===== src/rtl/esram_pkt_buf_rd_arbiter.sv =====
// Round-robin, credit-limited arbiter sharing the eSRAM packet-buffer read port between requesters A and B.
// Optional grant/stall statistics counters are compiled in when ESRAM_RD_ARB_STATS_EN is defined.
module esram_pkt_buf_rd_arbiter #(
  parameter int ADDR_WIDTH      = 17,
  parameter int DATA_WIDTH      = 520,
  parameter int MAX_OUTSTANDING = 16
) (
  input  logic                               clk,
  input  logic                               rst,
  input  logic                               a_rd_req,
  input  logic [ADDR_WIDTH-1:0]              a_rd_addr,
  output logic                               a_rd_ready,
  output logic                               a_rsp_valid,
  output logic [DATA_WIDTH-1:0]              a_rsp_data,
  input  logic                               b_rd_req,
  input  logic [ADDR_WIDTH-1:0]              b_rd_addr,
  output logic                               b_rd_ready,
  output logic                               b_rsp_valid,
  output logic [DATA_WIDTH-1:0]              b_rsp_data,
  output logic                               esram_rden,
  output logic [ADDR_WIDTH-1:0]              esram_rdaddress,
  input  logic                               esram_rd_valid,
  input  logic [DATA_WIDTH-1:0]              esram_rddata,
  output logic [$clog2(MAX_OUTSTANDING):0]   outstanding,
  output logic                               err_unexpected_rsp
`ifdef ESRAM_RD_ARB_STATS_EN
  ,
  output logic [31:0]                        stat_a_grants,
  output logic [31:0]                        stat_b_grants,
  output logic [31:0]                        stat_credit_stall
`endif
);

  localparam int PW = $clog2(MAX_OUTSTANDING);
  localparam int CW = PW + 1;
  localparam logic [CW:0] MAX_CREDIT = (CW+1)'(MAX_OUTSTANDING);

  typedef enum logic {
    REQ_A = 1'b0,
    REQ_B = 1'b1
  } req_e;

  req_e                  last_grant;
  req_e                  last_grant_next;
  logic                  grant_a;
  logic                  grant_b;
  logic                  hs_a;
  logic                  hs_b;
  logic                  credit_ok;

  logic                  rden_q;
  logic [ADDR_WIDTH-1:0] rdaddr_q;
  req_e                  issue_tag_q;

  logic [MAX_OUTSTANDING-1:0] tag_mem;
  logic [PW-1:0]         wr_ptr;
  logic [PW-1:0]         rd_ptr;
  logic [CW-1:0]         count;
  logic                  pop;

  logic                  rsp_a_q;
  logic                  rsp_b_q;
  logic [DATA_WIDTH-1:0] rsp_data_q;
  logic                  err_q;

  // A read accepted last cycle is already committed but not yet counted in
  // the FIFO, so it has to be charged against the credit here.
  assign credit_ok = ({1'b0, count} + (CW+1)'(rden_q)) < MAX_CREDIT;

  // A pop may only consume an entry that existed before this cycle.
  assign pop = esram_rd_valid && (count != '0);

  // NOTE: every combinational output gets a default first so no path can
  // leave a value unassigned and infer a latch.
  always_comb begin
    grant_a         = 1'b0;
    grant_b         = 1'b0;
    last_grant_next = last_grant;
    unique case ({a_rd_req, b_rd_req})
      2'b10:   grant_a = 1'b1;
      2'b01:   grant_b = 1'b1;
      2'b11: begin
        if (last_grant == REQ_B) grant_a = 1'b1;
        else                     grant_b = 1'b1;
      end
      default: ;
    endcase
    hs_a = grant_a && credit_ok;
    hs_b = grant_b && credit_ok;
    if (hs_a)      last_grant_next = REQ_A;
    else if (hs_b) last_grant_next = REQ_B;
  end

  assign a_rd_ready = grant_a && credit_ok;
  assign b_rd_ready = grant_b && credit_ok;

  // NOTE: sequential state is updated only with non-blocking assignments so
  // every flop samples the pre-edge values of the others.
  always_ff @(posedge clk) begin
    if (rst) last_grant <= REQ_B;
    else     last_grant <= last_grant_next;
  end

  always_ff @(posedge clk) begin
    if (rst) begin
      rden_q      <= 1'b0;
      rdaddr_q    <= '0;
      issue_tag_q <= REQ_A;
    end else begin
      rden_q <= hs_a || hs_b;
      if (hs_a) begin
        rdaddr_q    <= a_rd_addr;
        issue_tag_q <= REQ_A;
      end else if (hs_b) begin
        rdaddr_q    <= b_rd_addr;
        issue_tag_q <= REQ_B;
      end
    end
  end

  // NOTE: tag storage carries no reset; the pointers and count define which
  // entries are valid, so clearing those alone empties the FIFO.
  always_ff @(posedge clk) begin
    if (rden_q) tag_mem[wr_ptr] <= issue_tag_q;
  end

  always_ff @(posedge clk) begin
    if (rst) begin
      wr_ptr <= '0;
      rd_ptr <= '0;
      count  <= '0;
    end else begin
      if (rden_q) wr_ptr <= wr_ptr + 1'b1;
      if (pop)    rd_ptr <= rd_ptr + 1'b1;
      unique case ({rden_q, pop})
        2'b10:   count <= count + 1'b1;
        2'b01:   count <= count - 1'b1;
        default: ;
      endcase
    end
  end

  always_ff @(posedge clk) begin
    if (rst) begin
      rsp_a_q    <= 1'b0;
      rsp_b_q    <= 1'b0;
      rsp_data_q <= '0;
      err_q      <= 1'b0;
    end else begin
      rsp_a_q <= pop && (tag_mem[rd_ptr] == REQ_A);
      rsp_b_q <= pop && (tag_mem[rd_ptr] == REQ_B);
      if (pop) rsp_data_q <= esram_rddata;
      if (esram_rd_valid && (count == '0)) err_q <= 1'b1;
    end
  end

  assign esram_rden         = rden_q;
  assign esram_rdaddress    = rdaddr_q;
  assign outstanding        = count;
  assign a_rsp_valid        = rsp_a_q;
  assign b_rsp_valid        = rsp_b_q;
  assign a_rsp_data         = rsp_data_q;
  assign b_rsp_data         = rsp_data_q;
  assign err_unexpected_rsp = err_q;

`ifdef ESRAM_RD_ARB_STATS_EN
  always_ff @(posedge clk) begin
    if (rst) begin
      stat_a_grants     <= '0;
      stat_b_grants     <= '0;
      stat_credit_stall <= '0;
    end else begin
      if (hs_a && (stat_a_grants != '1)) stat_a_grants <= stat_a_grants + 1'b1;
      if (hs_b && (stat_b_grants != '1)) stat_b_grants <= stat_b_grants + 1'b1;
      if ((a_rd_req || b_rd_req) && !credit_ok && (stat_credit_stall != '1))
        stat_credit_stall <= stat_credit_stall + 1'b1;
    end
  end
`endif

endmodule


===== config.mk =====
export PLATFORM = sky130hd
export DESIGN_NAME = esram_pkt_buf_rd_arbiter
export DESIGN_NICKNAME = d
export VERILOG_FILES = /design/src/rtl/esram_pkt_buf_rd_arbiter.sv
export SDC_FILE = /design/constraint.sdc
export NUM_CORES = 1
export LEC_CHECK = 0
export ABC_CLOCK_PERIOD_IN_PS = 3300
export CORE_AREA = 2 2 625 627
export CTS_BUF_LIST = sky130_fd_sc_hd__clkbuf_8
export CTS_CLUSTER_SIZE = 10
export DETAILED_ROUTE_END_ITERATION = 10
export DIE_AREA = 0 0 627 629
export PLACE_DENSITY_LB_ADDON = 0.25
export SLEW_MARGIN = 20
export SYNTH_ARGS = -nofsm -noshare
export SYNTH_HDL_FRONTEND = slang
export SYNTH_SLANG_ARGS = --single-unit
export TNS_END_PERCENT = 10

===== constraint.sdc =====
create_clock -name clk -period 3.3 [get_ports clk]
set_input_delay 0.495 -clock clk [delete_from_list [all_inputs] [get_ports clk]]
set_output_delay 0.495 -clock clk [all_outputs]
set_load 0.005 [all_outputs]

==> results.tsv <==
metric	value	unit
r2r worst-path depth	7	
Async SR Flop Fraction	0	
antenna violations before repair	295	
post-synthesis sequential area ratio	0.479	
count of final hold-check violations	0	
fmax	0.320	GHz
H-tree Lvls	4	
die area	394000	sq um
startpoint types	register	
CP endpoint kind	register	
Worst Hold Depth	3	
power per cell area	829	nW/um^2
RSZ-0062 raised after global routing	false	
row cnt	229	
routed len/inst	29.2	microns
CTS buffer count	136	
Die X	627	microns
Layout area overhead	95.9	%
number of global-route vias before repair	26400	
worst min path class	primary input to register	
drt via density	2.81	
post-synthesis compound-gate area fraction	0.123	
crit-path most repeated cell	buf_12	
crit share post-route	0.947	
CP delay by family, top	buffers and inverters	
setup ws final	0.176	ns
Post-Syn Instances	3037	
via count	27300	
setup TNS	0	ns
synth cell count leaders	nand2_1, buf_4, dfxtp_1, a21oi_1, clkbuf_1	
Final ANT Viol Nets	0	
pin count of the biggest net entering global routing	143	
mux contribution to synthesized area	0.00583	
post-CTS setup buffer count	0	
Final Power	0.0394	W
total track usage	0.137	
CTS tree	yes	
top post-synthesis cells by area	dfxtp_1, buf_4, nand2_1	
Ports	1627	
HPWL after detailed placement	248000	microns
Leak	15.5	nW
GP Congestion	0.900	
CP Data Arrival Time	4.02	ns
min Tclk post-route	3.12	ns
synthesized flop and latch total	572	
Hold Path Sink	a_rsp_data[434]	
DP Area	42800	sq um
Slew HR	0.357	
fin. max-slew vios	0	
Initial DRC Count	1648	
global-route wire length before repair	341000	microns
WL met2	128000	microns
Worst-Skew Late Latency	0.90	ns
final setup fails	0	
WHS	0.141	ns
CTS Buffer Depth	4	
CP Max Fanout	142	
dominant cell type by area after synthesis	dfxtp_1	
worst slack at placement	0.148	ns
area share of the largest cell type after synthesis	0.459	
top_reg_cell synth	dfxtp_1	
status	finished clean	
Syn Nets	3605	
top layer in use	met5	
Worst path slowest cell	or4_4	
core area	388000	sq um
number of synthesized flops with an enable pin	16	
worst path cell trace	or4_4 -> o21ai_4 -> buf_12 -> buf_12 -> nand2_1 -> a21oi_1 -> dlygate4sd3_1	
TritonRoute pass-1 iters	5	
# nets final	4889	
fin area	47500	sq um
wire length on met1	101000	microns
internal reg-to-reg setup slack	0.18	ns
DIE HEIGHT	629	microns
Starting Density	0.0625	
DRC errors left	0	
Synth Warn #	0	
Adder-Cell Fraction of Synth Area	0.00465	
Hold Crit Start	esram_rddata[434]	
largest family of logic cells by synthesized area	buffers and inverters	
met3 wire len	43100	microns
Root Buffer	clkbuf_8	
Worst Path Required	4.19	ns
CP bufs+invs	3	
Worst-path clk slew	0.07	ns
syn avg cell area	7.98	sq um
Mapped Area	24200	sq um
Synth Area in Simple Gates	0.183	
layout cells sized above 1	0.0548	
R2R Path End	a_rsp_data[361]	
critical path's largest stage delay	0.57	ns
crit path kind	register to register	
synth unique cells	43	
Max Cap Viol	0	
DRT Wirelength	283000	microns
Least-Margin Pin Slew	0.965	ns
Max VDD drop	0.522	mV
Port Buf Inserts	1626	
GRT Residual Overflow	0	
most instantiated library cell after synthesis	nand2_1	
Sink Count	572	
xor/xnor share of the synthesized area	0.00325	
Reg2Reg Launch Point	outstanding[0]	
skew final	0.0602	ns
per-stage QoR:
stage / cells / utilization
final: 9693 / 0.122
after global routing: 9642 / 0.122
after CTS: 9617 / 0.122
after detailed placement: 9191 / 0.110
after global placement: 9191 / 0.110
after floorplan: 3037 / -
cell usage in the layout, fill, tap and decap left out, types with 3 or more instances in the layout:
master / instances
xor2_1: 6
buf_4: 28
a21oi_1: 525
ha_1: 9
mux4_2: 4
bufinv_16: 5
edfxtp_1: 16
clkinv_1: 4
o21ai_0: 21
inv_1: 56
mux2i_1: 4
xnor2_1: 3
nor2_1: 35
clkbuf_8: 154
nand2b_1: 3
nand3_1: 19
nand4_1: 4
a311oi_1: 17
clkinv_2: 12
clkdlybuf4s50_1: 1619
buf_12: 20
dfxtp_1: 556
clkinvlp_4: 5
diode_2: 76
nor3_1: 4
inv_8: 3
dlygate4sd3_1: 189
and2_1: 17
nand2_1: 1051
logic make-up after synthesis:
family          count (synthesis)
simple gates                 1146
mux                             9
buf+inv                       718
xor+xnor                        9
flops                         572
compound gates                574
fa+ha+maj                       9
what timing repair did:
action / in CTS / in global routing
endpoints found under the setup margin: 1 / 1
resized for setup: 1 / 1
hold endpoints to repair: 176 / 0
hold buffers: 189 / 0
pin swaps: 0 / 0
area by class of cell:
type | instances | area (sq um)
Inverter | 6 | 30.0
Clock inverter | 83 | 527
Timing Repair Buffer | 1858 | 18700
Tap cell | 5197 | 6500
Fill cell | 44600 | 340000
Antenna cell | 76 | 190
Clock buffer | 154 | 2120
Sequential cell | 572 | 11600
Multi-Input combinational cell | 1747 | 7770
power breakdown:
part | leakage (nW) | switching [W] | internal (W)
Sequential | 4.69 | 0.00304 | 0.00905
Clock | 1.54 | 0.00413 | 0.00466
Combinational | 9.24 | 0.00970 | 0.00876
worst min-delay path: stages:
cell             delay, ns
clkdlybuf4s50_1       0.40
nand2_1               0.06
a21oi_1               0.05
how the worst max path moves through the flow:
stage              startpoint               to  slack [ns]  cells past startpoint
5_1_grt        outstanding[0]  a_rsp_data[358]       0.009                      7
2_1_floorplan  outstanding[1]   outstanding[4]        0.29                     13
3_3_place_gp   esram_rd_valid   outstanding[4]       -0.07                     10
4_1_cts        outstanding[2]       b_rd_ready       0.001                      6
3_5_place_dp   esram_rd_valid   outstanding[4]        0.15                     10
6_report       outstanding[0]  a_rsp_data[361]        0.18                      7
flip-flops by register name, indices dropped and copies added (netlist names):
name and count:
rd_ptr 4, issue_tag_q 1, esram_rden 1, b_rsp_valid 1, a_rsp_data 520, outstanding 5
err_unexpected_rsp 1, a_rsp_valid 1, esram_rdaddress 17, wr_ptr 4, last_grant 1, tag_mem 16
layer usage:
metal / up-vias / track usage
met2: 1521 / 0.226
li1: 12000 / -
met3: 681 / 0.0960
met4: 178 / 0.0337
met1: 12900 / 0.141
met5: - / 0
Note: power is estimated with default switching activity, not from simulation.
